--- config.mk ---
export PLATFORM = sky130hd
export DESIGN_NAME = mdiv_iter
export DESIGN_NICKNAME = d
export VERILOG_FILES = /design/src/rtl/mdiv_pkg.sv /design/src/rtl/mdiv_digit_sel.sv /design/src/rtl/mdiv_iter.sv
export SDC_FILE = /design/constraint.sdc
export NUM_CORES = 1
export LEC_CHECK = 0
export BUFFER_PORTS_ARGS = -buffer_cell sky130_fd_sc_hd__buf_4
export CELL_PAD_IN_SITES_DETAIL_PLACEMENT = 0
export CELL_PAD_IN_SITES_GLOBAL_PLACEMENT = 1
export CORE_ASPECT_RATIO = 1.5
export CORE_UTILIZATION = 45
export CTS_CLUSTER_SIZE = 20
export DETAILED_ROUTE_END_ITERATION = 8
export GPL_TIMING_DRIVEN = 0
export MAX_ROUTING_LAYER = met4
export PLACE_DENSITY = 0.77
export SKIP_LAST_GASP = 1
export SYNTH_ARGS = -nofsm -noshare
export SYNTH_HDL_FRONTEND = slang
export SYNTH_SLANG_ARGS = --single-unit
export TNS_END_PERCENT = 1
--- constraint.sdc ---
create_clock -name CLK -period 7 [get_ports CLK]
set_clock_uncertainty 0.05 [all_clocks]
set_input_delay 1.4 -clock CLK [delete_from_list [all_inputs] [get_ports CLK]]
set_output_delay 1.4 -clock CLK [all_outputs]
set_load 0.05 [all_outputs]
--- src/rtl/mdiv_pkg.sv ---
`default_nettype none
// ============================================================================
//  Module      : mdiv_pkg
//  Description : Shared types and helpers for the mdiv_iter iterative divider.
//  Revision    : 1.0 - initial release
// ============================================================================
package mdiv_pkg;

    localparam int c_STATE_W = 3;

    typedef enum logic [c_STATE_W-1:0] {
        ST_IDLE = 3'd0,
        ST_PREP = 3'd1,
        ST_ITER = 3'd2,
        ST_FIX  = 3'd3,
        ST_DONE = 3'd4
    } state_e;

    // Iteration counter must be able to hold the full iteration count N.
    function automatic int cnt_w(input int width, input int radix_log2);
        return $clog2(width / radix_log2 + 1);
    endfunction

endpackage
`default_nettype wire

--- src/rtl/mdiv_digit_sel.sv ---
`default_nettype none
// ============================================================================
//  Module      : mdiv_digit_sel
//  Description : One restoring-division step: shift in dividend bits, trial
//                subtract the divisor multiples, pick the quotient digit.
//  Revision    : 1.0 - initial release
// ============================================================================
module mdiv_digit_sel #(
    parameter int WIDTH      = 32,
    parameter int RADIX_LOG2 = 2
) (
    input  logic [WIDTH-1:0]      i_pr,
    input  logic [RADIX_LOG2-1:0] i_qbits,
    input  logic [WIDTH-1:0]      i_dvsr,
    output logic [RADIX_LOG2-1:0] o_digit,
    output logic [WIDTH-1:0]      o_pr_nxt
);

    generate
        if (RADIX_LOG2 == 2) begin : g_radix4
            logic [WIDTH+1:0] w_sh;
            logic [WIDTH+1:0] w_d1;
            logic [WIDTH+1:0] w_d2;
            logic [WIDTH+1:0] w_d3;
            logic             w_ge1;
            logic             w_ge2;
            logic             w_ge3;

            assign w_sh  = {i_pr, i_qbits};
            assign w_d1  = {2'b00, i_dvsr};
            assign w_d2  = {1'b0, i_dvsr, 1'b0};
            assign w_d3  = w_d1 + w_d2;
            assign w_ge1 = (w_sh >= w_d1);
            assign w_ge2 = (w_sh >= w_d2);
            assign w_ge3 = (w_sh >= w_d3);

            // Selected difference is below the divisor, so the low WIDTH bits are exact.
            assign o_digit  = w_ge3 ? 2'd3 : w_ge2 ? 2'd2 : w_ge1 ? 2'd1 : 2'd0;
            assign o_pr_nxt = w_ge3 ? (w_sh[WIDTH-1:0] - w_d3[WIDTH-1:0]) :
                              w_ge2 ? (w_sh[WIDTH-1:0] - w_d2[WIDTH-1:0]) :
                              w_ge1 ? (w_sh[WIDTH-1:0] - w_d1[WIDTH-1:0]) :
                                       w_sh[WIDTH-1:0];
        end else begin : g_radix2
            logic [WIDTH:0] w_sh;
            logic           w_ge;

            assign w_sh     = {i_pr, i_qbits};
            assign w_ge     = (w_sh >= {1'b0, i_dvsr});
            assign o_digit  = w_ge;
            assign o_pr_nxt = w_ge ? (w_sh[WIDTH-1:0] - i_dvsr) : w_sh[WIDTH-1:0];
        end
    endgenerate

endmodule
`default_nettype wire

--- src/rtl/mdiv_iter.sv ---
`default_nettype none
// ============================================================================
//  Module      : mdiv_iter
//  Description : Iterative signed/unsigned divider, 1 or 2 quotient bits per
//                cycle, with kill, divide-by-zero flag and extended results.
//                Optional early-out for short dividends: MDIV_EARLY_OUT_EN.
//  Revision    : 1.0 - initial release
// ============================================================================
module mdiv_iter
    import mdiv_pkg::*;
#(
    parameter int WIDTH      = 32,
    parameter int RADIX_LOG2 = 2,
    parameter int EXT        = 8
) (
    input  logic                 CLK,
    input  logic                 RESET_D2_R_N,
    input  logic                 START,
    input  logic                 KILL,
    input  logic                 DIV_SIGNED,
    input  logic [WIDTH-1:0]     DEND,
    input  logic [WIDTH-1:0]     DVSR,
    output logic                 BUSY,
    output logic                 DONE,
    output logic                 DBZ,
    output logic [WIDTH+EXT-1:0] QUOT,
    output logic [WIDTH+EXT-1:0] REM
);

    localparam int                 c_CNT_W     = cnt_w(WIDTH, RADIX_LOG2);
    localparam int                 c_HALF_BITS = WIDTH / 2;
    localparam logic [c_CNT_W-1:0] c_CNT_FULL  = c_CNT_W'(WIDTH / RADIX_LOG2);
    localparam logic [c_CNT_W-1:0] c_CNT_HALF  = c_CNT_W'(c_HALF_BITS / RADIX_LOG2);
    localparam logic [c_CNT_W-1:0] c_CNT_ONE   = c_CNT_W'(1);

    state_e                 r_state;
    state_e                 w_state_nxt;
    logic                   r_signed;
    logic                   r_dend_neg;
    logic                   r_quot_neg;
    logic                   r_dbz;
    logic [WIDTH-1:0]       r_q;
    logic [WIDTH-1:0]       r_d;
    logic [WIDTH-1:0]       r_pr;
    logic [c_CNT_W-1:0]     r_cnt;
    logic [WIDTH+EXT-1:0]   r_quot;
    logic [WIDTH+EXT-1:0]   r_rem;
    logic                   r_dbz_out;

    logic                   w_accept;
    logic                   w_load_out;
    logic                   w_dend_neg;
    logic                   w_dvsr_neg;
    logic [WIDTH-1:0]       w_dend_mag;
    logic [WIDTH-1:0]       w_dvsr_mag;
    logic                   w_eo;
    logic [RADIX_LOG2-1:0]  w_digit;
    logic [WIDTH-1:0]       w_pr_nxt;
    logic [WIDTH-1:0]       w_quot_fix;
    logic [WIDTH-1:0]       w_rem_fix;

    // r_q holds the raw dividend in PREP, then doubles as dividend/quotient shifter.
    assign w_dend_neg = r_signed & r_q[WIDTH-1];
    assign w_dvsr_neg = r_signed & r_d[WIDTH-1];
    assign w_dend_mag = w_dend_neg ? -r_q : r_q;
    assign w_dvsr_mag = w_dvsr_neg ? -r_d : r_d;

`ifdef MDIV_EARLY_OUT_EN
    localparam bit c_EO_OK = ((c_HALF_BITS % RADIX_LOG2) == 0);
    assign w_eo = c_EO_OK && (w_dend_mag[WIDTH-1:c_HALF_BITS] == '0);
`else
    assign w_eo = 1'b0;
`endif

    mdiv_digit_sel #(
        .WIDTH      (WIDTH),
        .RADIX_LOG2 (RADIX_LOG2)
    ) u_digit_sel (
        .i_pr     (r_pr),
        .i_qbits  (r_q[WIDTH-1 -: RADIX_LOG2]),
        .i_dvsr   (r_d),
        .o_digit  (w_digit),
        .o_pr_nxt (w_pr_nxt)
    );

    assign w_quot_fix = r_dbz ? '1 : (r_quot_neg ? -r_q : r_q);
    assign w_rem_fix  = r_dend_neg ? -r_pr : r_pr;

    assign w_accept   = (r_state == ST_IDLE) & START & ~KILL;
    assign w_load_out = (r_state == ST_FIX) & ~KILL;

    always_ff @(posedge CLK or negedge RESET_D2_R_N) begin
        if (!RESET_D2_R_N) begin
            r_state <= ST_IDLE;
        end else begin
            r_state <= w_state_nxt;
        end
    end

    always_comb begin
        w_state_nxt = r_state;
        case (r_state)
            ST_IDLE: if (START && !KILL) w_state_nxt = ST_PREP;
            ST_PREP: w_state_nxt = KILL ? ST_IDLE : ST_ITER;
            ST_ITER: begin
                if (KILL)                     w_state_nxt = ST_IDLE;
                else if (r_cnt == c_CNT_ONE)  w_state_nxt = ST_FIX;
            end
            ST_FIX:  w_state_nxt = KILL ? ST_IDLE : ST_DONE;
            ST_DONE: w_state_nxt = ST_IDLE;
            default: w_state_nxt = ST_IDLE;
        endcase
    end

    always_ff @(posedge CLK or negedge RESET_D2_R_N) begin
        if (!RESET_D2_R_N) begin
            r_signed   <= 1'b0;
            r_dend_neg <= 1'b0;
            r_quot_neg <= 1'b0;
            r_dbz      <= 1'b0;
            r_q        <= '0;
            r_d        <= '0;
            r_pr       <= '0;
            r_cnt      <= '0;
            r_quot     <= '0;
            r_rem      <= '0;
            r_dbz_out  <= 1'b0;
        end else begin
            case (r_state)
                ST_IDLE: begin
                    if (w_accept) begin
                        r_q      <= DEND;
                        r_d      <= DVSR;
                        r_signed <= DIV_SIGNED;
                    end
                end
                ST_PREP: begin
                    r_d        <= w_dvsr_mag;
                    r_pr       <= '0;
                    r_dend_neg <= w_dend_neg;
                    r_quot_neg <= w_dend_neg ^ w_dvsr_neg;
                    r_dbz      <= (r_d == '0);
                    if (w_eo) begin
                        r_q   <= w_dend_mag << c_HALF_BITS;
                        r_cnt <= c_CNT_HALF;
                    end else begin
                        r_q   <= w_dend_mag;
                        r_cnt <= c_CNT_FULL;
                    end
                end
                ST_ITER: begin
                    r_q   <= {r_q[WIDTH-RADIX_LOG2-1:0], w_digit};
                    r_pr  <= w_pr_nxt;
                    r_cnt <= r_cnt - c_CNT_ONE;
                end
                ST_FIX: begin
                    // Result buses only move on the edge into DONE; a kill here leaves them alone.
                    if (w_load_out) begin
                        r_quot    <= {{EXT{r_signed & w_quot_fix[WIDTH-1]}}, w_quot_fix};
                        r_rem     <= {{EXT{r_signed & w_rem_fix[WIDTH-1]}}, w_rem_fix};
                        r_dbz_out <= r_dbz;
                    end
                end
                default: begin
                end
            endcase
        end
    end

    assign BUSY = (r_state != ST_IDLE);
    assign DONE = (r_state == ST_DONE);
    assign DBZ  = r_dbz_out;
    assign QUOT = r_quot;
    assign REM  = r_rem;

endmodule
`default_nettype wire

==> Word level (Yosys, flattened, before mapping) <==
Cells that the tools add are included.
{ "word_totals": {"register_bits": 175, "latchBits": 0, "ram_bits": 0, "rom_bits": 0, "out_inout_bits": 83, "wordCells": 78, "n_memories": 0} }
{ "op_classes": {"addsub": 8, "n_mul": 0, "div": 0, "magnitude_cmp": 3, "n_eq_ne": 10, "n_shift": 0, "muxes": 23, "bitwise_logic": 9, "reduce_logical": 13} }
{ "ops": {"columns": ["operator", "n"], "rows": [
  ["32-bit 2-to-1 mux", 10],
  ["32-bit one-hot mux with 2 select lines", 2],
  ["32-bit negation", 3],
  ["32-bit one-hot mux with 3 select lines", 1],
  ["32-bit subtractor", 3],
  ["32-bit by 33-bit adder with 34-bit output", 1],
  ["34-bit by 32-bit >= comparator with 1-bit output", 1],
  ["34-bit by 33-bit >= comparator with 1-bit output", 1],
  ["34-bit >= comparator", 1],
  ["32-bit logical NOT", 1],
  ["3-bit 2-to-1 mux", 4],
  ["3-bit one-hot mux with 4 select lines", 1],
  ["5-bit one-hot mux with 2 select lines", 1],
  ["1-bit bitwise AND", 7],
  ["3-bit by 2-bit == test with 1-bit output (second input constant)", 2],
  ["2-bit 2-to-1 mux", 3],
  ["2-bit inequality test (second input constant)", 3],
  ["2-bit AND reduction", 3],
  ["3-bit AND reduction", 2],
  ["3-bit nonzero test", 2],
  ["5-bit by 1-bit == test with 1-bit output (second input constant)", 1],
  ["5-bit by 1-bit subtractor with 5-bit output (second input constant)", 1],
  ["2-bit nonzero test", 2],
  ["3-bit by 1-bit == test with 1-bit output (second input constant)", 1],
  ["9 further kinds", 9]
]} }

==> Logic depth before layout (Yosys ltp) <==
Gate-level depths: netlist of run 1.
{ "depth": {"word_depth": 5, "depth_mapped": 26, "depth_no_buf": 23} }

==> Cells and area by module <==
A second synthesis of run 1 with hierarchy kept.
{ "unflattened": {"hier_cells": 2197, "hier_area_um2": 17609.4} }
{ "by_module_without_submodules": {"columns": ["mod", "n_inst", "cells_each", "area_each_um2"], "rows": [
  ["mdiv_iter", 1, 1057, 9770.6],
  ["mdiv_digit_sel", 1, 1140, 7838.8]
]} }

==> Worst setup path before layout of run 1 <==
No wires, ideal clock.
{ "synth_path": {"path_kind": "register to register", "startpoint": "register r_d[1]", "endpoint": "register r_pr[19]", "setup_ps": 129, "arrival_ps": 4919, "t_required_ps": 6821, "setup_slack_ps": 1902, "stages_incl_launch_ff": 25, "path_buffers": 1, "cell_sequence": "dfrtp_1 -> inv_1 -> ha_1 -> a211oi_1 -> o21bai_1 -> a211oi_1 -> a211oi_1 -> o31ai_1 -> o21bai_1 -> a21o_1 -> a21o_1 -> a21oi_1 -> xor2_1 -> ha_1 -> nand2_1 -> nor2_1 -> a311oi_1 -> nand3_1 -> a221oi_1 -> o21ai_1 -> nor2_1 -> clkbuf_1 -> o21ai_0 -> a21oi_1 -> a211oi_1"} }
{ "synth_between": {"elab_chain_len": 5} }
{ "synth_lines": {"columns": ["element", "line_no", "source"], "rows": [
  ["start, declared", "mdiv_iter.sv:43", "logic [WIDTH-1:0] r_d;"],
  ["start signal, assigned", "mdiv_iter.sv:138", "r_d <= w_dvsr_mag;"],
  ["branches (longest 3 deep; another with 32-bit by 33-bit adder with 34-bit output)", null, null],
  ["32-bit 2-to-1 mux (*)", "mdiv_digit_sel.sv:39", "assign o_pr_nxt = w_ge3 ? (w_sh[WIDTH-1:0] - w_d3[WIDTH-1:0]) :"],
  ["32-bit one-hot mux with 2 select lines (*)", "mdiv_iter.sv:129", "case (r_state)"],
  ["end signal, assigned", "mdiv_iter.sv:153", "r_pr <= w_pr_nxt;"],
  ["end, declared", "mdiv_iter.sv:44", "logic [WIDTH-1:0] r_pr;"]
]} }
Mark *: on every way between the ends.
A chain may end at the register's enable or synchronous reset.

==> Worst setup path after layout of run 1 <==
{ "layout_path": {"startpoint": "register r_d[14]", "endpoint": "register r_pr[9]"} }
{ "layout_between": {"elab_chain_len": 5} }
{ "layout_lines": {"columns": ["element", "line_no"], "rows": [
  ["branches (longest 3 deep; another with 32-bit by 33-bit adder with 34-bit output)", null],
  ["32-bit 2-to-1 mux (*)", "mdiv_digit_sel.sv:39"],
  ["32-bit one-hot mux with 2 select lines (*)", "mdiv_iter.sv:129"]
]} }
Marked as above.

==> results of run 1 <==
## worst max path at each step
stage	startpoint	to	slack (ns)	cells past startpoint
floorplan	r_d[1]$_DFFE_PN0P_	r_pr[19]$_DFFE_PN0N_	1.90	24
global placement	r_d[1]$_DFFE_PN0P_	r_pr[29]$_DFFE_PN0N_	-0.57	23
detailed placement	r_d[1]$_DFFE_PN0P_	r_pr[29]$_DFFE_PN0N_	-0.58	23
CTS	r_d[1]$_DFFE_PN0P_	r_pr[9]$_DFFE_PN0N_	0.27	24
global route	r_d[1]$_DFFE_PN0P_	r_pr[9]$_DFFE_PN0N_	0.06	24
finish	r_d[14]$_DFFE_PN0P_	r_pr[9]$_DFFE_PN0N_	0.34	24
## state kept, by name, indices dropped and copies added, names as in the netlist
signal / flops
r_dbz: 1
DBZ: 1
r_cnt: 5
r_q: 32
REM: 33
QUOT: 33
r_state: 3
r_signed: 1
r_dend_neg: 1
r_d: 32
r_quot_neg: 1
r_pr: 32
## synth_stat cells (5+ instances only)
master,count
a211oi_1,25
clkbuf_1,83
xor2_1,89
nor3_1,41
a221oi_1,25
or3_1,23
o21ai_0,204
nand2_1,260
buf_2,7
ha_1,164
a311oi_1,5
mux2i_1,18
o21a_1,21
o211ai_1,19
and3_1,19
or2_2,11
nor3b_1,11
a21o_1,52
o41ai_1,8
nor2b_1,18
or4_1,9
buf_1,12
inv_1,78
a22oi_1,6
nor4_1,11
nand3_1,51
o221ai_1,5
a221o_1,12
and2_1,10
o21bai_1,20
a222oi_1,13
a22o_1,7
nand4_1,28
nor2_1,160
buf_4,14
a31oi_1,29
o31ai_1,13
xnor2_1,82
dfrtp_1,175
nand2b_1,15
a21oi_1,206
o22ai_1,18
## cell type report
class	count	area, sq um	share of cell area (%)
multi-input cells	1774	11700	60.6
flip-flops and latches	175	4380	22.8
repair buffers	152	1170	6.08
well taps	484	606	3.15
plain buffers	117	503	2.61
clock buffers	17	425	2.21
inverters	79	297	1.54
clock inverters	14	198	1.03
diodes	2	5.00	0.0260
## report_power, final
group	switching [W]	internal (W)	total (W)
sequential	0.000492	0.00133	0.00183
clock	0.000501	0.000575	0.00108
combinational	0.00455	0.00263	0.00718
total	0.00554	0.00454	0.0101
## critical path, delay by kind of cell, from the launching register on
kind / cells / cell delay, ns
compound gates: 13 / 3.80
buf+inv: 4 / 0.79
fa+ha+maj: 2 / 0.67
simple gates: 4 / 0.58
flops: 1 / 0.42
xor+xnor: 1 / 0.21
## what timing repair did
item                       CTS  global route
buffers inserted             0             0
setup endpoints to repair   17            15
resized for setup            3             1
## per-layer routing
| layer | wire length, microns | global-route usage (%) | vias up |
|---|---|---|---|
| li1 | - | - | 8161 |
| met3 | 2810 | 4.49 | 210 |
| met5 | 0 | - | - |
| met2 | 33900 | 63.4 | 583 |
| met1 | 24800 | 36.1 | 8249 |
| met4 | 4060 | 21.4 | 0 |
## cell families (layout without fill, tap and decap cells)
group / after synthesis / after routing / synth area share [%]
buffers and inverters: 197 / 379 / 4.78
and+or+nand+nor: 684 / 684 / 19.0
adders and majority gates: 168 / 168 / 12.7
DFF: 175 / 175 / 26.0
xor gates and xnor gates: 171 / 171 / 8.90
AOI/OAI and AO/OA: 731 / 731 / 27.4
muxes: 20 / 20 / 1.21
other: 0 / 2 / 0
## metrics by stage
step           hold slack (ns)  total power [W]  setup TNS, ns
6_report                 0.438           0.0101              0
3_3_place_gp             0.409          0.00882          -5.32
2_1_floorplan            0.396          0.00688              0
4_1_cts                  0.433          0.00998              0
5_1_grt                  0.455           0.0108              0
3_5_place_dp             0.422          0.00888          -5.73
==> flow_summary.toml, run 1 <==
[synthesis]
syn_inst = 2146
synth_top_area_share_pct = 26.0
ys_seq_area_share_pct = 26.0
synth_area_leader_cell = "dfrtp_1"
synthDistinctLibCells = 82
ys_ff_latch = 175
syn_area_per_cell_sq_um = 7.84
ys.flop_type = "dfrtp_1"
synthesis.area_sq_um = 16800
synth_nets = 2383
yosys_warnings = 0
synth_edf_count = 0
synth_area_leaders = "dfrtp_1 26%, ha_1 12%, a21oi_1 6.1%"
async_reset_ff_share_pct = 100

[die]
ioPinCount = 152
die_w_microns = 160
core-area_sq_um = 36800
initial_core_util_pct = 45.7
rows = 86
die-area_sq_um = 38200
die_h_microns = 239

[sta]
rsz0062_at_grt = "no"
fmax_mhz = 150
slew_violations = 0
maxSlewHeadroom_pct = 7.20
finalSetupViolCount = 0
hold_viol_final = 0
worst_pin_slew_ns = 1.39
finalWorstSetupSlack_ns = 0.340
min_period_ns = 6.66
final.period_utilization_pct = 95.1

[critical_path]
crit_chain = "inv_1 > ha_1 > a21o_1 > a21o_1 > a2111oi_0 > o21ai_0 > o31ai_1 > o21bai_1 > a21o_1 > a21o_1 > a21oi_1 > xor2_1 > ha_1 > nand2_1 > nor2_1 > a311oi_1 > nand3_1 > a221oi_1 > o21ai_2 > and2_1 > clkbuf_1 > buf_2 > a222oi_1 > inv_1"
r2r_cells = 24
reg2reg_slack_ns = 0.34
r2r-end = "r_pr[9]$_DFFE_PN0N_"
crit_arrival_ns = 6.96
cpMostUsedCell = "a21o_1"
critPathSlowestCell = "a2111oi_0"
critPathLaunchType = "flip-flop"
cp_max_fo = 10
r2r_start = "r_d[14]$_DFFE_PN0P_"
required_ns = 7.30
endpoint_kind = "flip-flop"
path_class = "reg2reg"
max_stage_delay_ns = 0.66

[clock_tree]
clkLatencyLatePin_ns = 0.48
cts_num_sinks = 175
ctsHoldBuffers = 0
cts_root_buf = "clkbuf_16"
htreeDepth = 4
clk_path_buf_depth = 2
numCtsBuffers = 17
cts_tree = "done"
cts.clk_slew.worst_paths_ns = 0.07

[global_route]
antenna_found_initial = 1
grt.total_usage_pct = 35.1
grt_max_degree = 95
grt_overflow = 0
first_global_vias = 17104
grt_pass1_wl_microns = 97800

[worst_hold_path]
hp-class = "reg2reg"
hold_end = "REM[30]$_DFFE_PN0P_"
hold_depth = 2
min_from = "REM[30]$_DFFE_PN0P_"

[placement]
pre_cts_slack_ns = -0.578
placed_cells = 2782
gp_congestion = 0.983
numPortBuffers = 151
dp_hpwl_microns = 52600
dpl_cell_area_sq_um = 18600

[finish]
finalNonFillerCells = 2814
layout_commonest_cell = "nand2_1"
utilization_pct = 52.3
area_growth_pct = 14.4
final_layout_size_suffix_gt1_share_pct = 10.3
design_area_sq_um = 19200
final_cell_mix = "260 x nand2_1, 206 x a21oi_1, 204 x o21ai_0"
finalNetCount = 2553
n_fill_cell = 3735

[routing]
detail_route.first_pass.iterations = 7
routed_wl_microns = 65600
via_count = 17203
ant_nets = 0
vias_per_cell = 6.11
drt_iter0_drc = 1303
drc_errors = 0
wire_per_inst_microns = 23.3

[job]
maxCapViolations = 0

[pwr]
vdd_ir_drop_max_uv = 188
p_leak_nw = 8.69
cellPowerDensity_nw_per_um2 = 524

[outcome]
outcome = "finished clean"
(Power assumes the default switching activity.)
==> inputs of run 2 (changes only) <==
REMOVE_ABC_BUFFERS = 1   (was unset)
==> flow_summary.toml, run 2 (synthesis gave the netlist of run 1 again) <==
[finish]
antennaDiodeCount = 0
final_layout_size_suffix_gt1_share_pct = 11.1
final_cell_mix = "260 x nand2_1, 206 x a21oi_1, 204 x o21ai_0"
multiInputGateArea_sq_um = 11700
layout_commonest_cell = "nand2_1"
finalNonFillerCells = 2716
seq_area_sq_um = 4380
finalNetCount = 2456
area_growth_pct = 13.4
n_fill_cell = 3663

[clock_tree]
cts_tree = "done"
cts.clk_slew.worst_paths_ns = 0.09
cts_root_buf = "clkbuf_16"
ctsHoldBuffers = 0
cts_num_sinks = 175
numCtsBuffers = 17
htreeDepth = 4
clk_path_buf_depth = 2
cts_setup_buffers = 0
cts_resized = 2
clkLatencyLatePin_ns = 0.47

[global_route]
antenna_found_initial = 1
grt_pass1_wl_microns = 87600
grt_max_degree = 101
grt_overflow = 0
first_global_vias = 16005
grt.total_usage_pct = 30.2

[die]
rows = 86
die_h_microns = 239
ioPinCount = 152
initial_core_util_pct = 45.7
core-area_sq_um = 36800
die_w_microns = 160
die-area_sq_um = 38200

[sta]
rsz0062_at_grt = "no"
finalWorstSetupSlack_ns = 0.492
fmax_mhz = 154
finalSetupTns_ns = 0
min_period_ns = 6.51
final.period_utilization_pct = 93.0
whs_ns = 0.430
hold_viol_final = 0
slew_violations = 0
finalSetupViolCount = 0
worst_pin_slew_ns = 1.33
maxSlewHeadroom_pct = 11.0

[routing]
wire_per_inst_microns = 20.5
via_count = 16158
routed_wl_microns = 55700
detail_route.first_pass.iterations = 9
ant_nets = 0
drc_errors = 0
vias_per_cell = 5.95
drt_iter0_drc = 1062

[pwr]
cellPowerDensity_nw_per_um2 = 509
vdd_ir_drop_max_uv = 180
p_leak_nw = 8.62

[placement]
gp_congestion = 0.948
dp_hpwl_microns = 43700
pre_cts_slack_ns = -0.242
placed_cells = 2684
numPortBuffers = 151

[critical_path]
reg2reg_slack_ns = 0.49
critPathLaunchType = "flip-flop"
path_class = "reg2reg"
cp_max_fo = 18
r2r-end = "r_pr[22]$_DFFE_PN0N_"
r2r_start = "r_d[0]$_DFFE_PN0P_"
r2r_cells = 22
crit_arrival_ns = 6.83
required_ns = 7.32
endpoint_kind = "flip-flop"

[outcome]
outcome = "finished clean"

[worst_hold_path]
hp-class = "reg2reg"
min_from = "REM[17]$_DFFE_PN0P_"
hold_end = "REM[17]$_DFFE_PN0P_"
hold_depth = 2

[job]
maxCapViolations = 0
[run 2: per-layer routing]
| layer | GRT usage [%] | wire length [microns] | vias to the layer above |
|---|---|---|---|
| met5 | - | 0 | - |
| met4 | 13.9 | 2470 | 0 |
| met3 | 2.53 | 2240 | 79 |
| met2 | 53.7 | 28200 | 454 |
| met1 | 34.5 | 22800 | 7648 |
| li1 | - | - | 7977 |
[run 2: worst max-delay path, stage by stage (launching register included)]
cell,delay [ns]
dfrtp_1,0.46
ha_1,0.28
fa_1,0.44
a211oi_1,0.35
o21ai_0,0.26
a21oi_1,0.18
a21oi_1,0.16
a31o_2,0.32
o21ai_0,0.41
o21bai_1,0.12
a21oi_1,0.19
xor2_1,0.20
ha_1,0.32
a21oi_1,0.20
o21ai_0,0.14
a311oi_1,0.27
nand3_1,0.15
a221oi_1,0.49
o21ai_4,0.30
or2_2,0.49
nor2_1,0.38
a222oi_1,0.12
o21ai_0,0.12
[run 2: worst max-delay path by stage]
stage                                 from                    to  slack [ns]  cells past startpoint
floorplan           r_state[0]$_DFFE_PN0P_  r_pr[29]$_DFFE_PN0N_        0.95                      5
global placement    r_state[2]$_DFFE_PN0P_    r_q[4]$_DFFE_PN0P_       -7.47                      4
detailed placement      r_d[1]$_DFFE_PN0P_  r_pr[22]$_DFFE_PN0N_       -0.24                     22
CTS                     r_d[1]$_DFFE_PN0P_  r_pr[29]$_DFFE_PN0N_        0.12                     21
global route           r_d[15]$_DFFE_PN0P_  r_pr[20]$_DFFE_PN0N_        0.01                     23
finish                  r_d[0]$_DFFE_PN0P_  r_pr[22]$_DFFE_PN0N_        0.49                     22
[run 2: layout make-up]
| cell class | count | area share [%] |
|---|---|---|
| clock buffer | 17 | 2.23 |
| clock inverter | 15 | 0.860 |
| inverter | 79 | 1.56 |
| multi-input combinational | 1774 | 61.5 |
| sequential | 175 | 23.0 |
| tap | 484 | 3.18 |
| timing repair buffer | 172 | 7.71 |
[run 2: where the power goes]
part / internal [W] / leakage (nW) / switching, W
Combinational: 0.00266 / 6.12 / 0.00416
Sequential: 0.00133 / 2.22 / 0.000551
Clock: 0.000480 / 0.288 / 0.000508
Total: 0.00447 / 8.62 / 0.00522
[run 2: metrics by stage]
step                util, %  total power [W]  area [sq um]
floorplan                 -          0.00681         16300
global placement       49.1          0.00852         18100
detailed placement     50.1          0.00864         18500
CTS                    51.8          0.00967         19000
global route           51.8           0.0105         19100
finish                 51.8          0.00970         19100
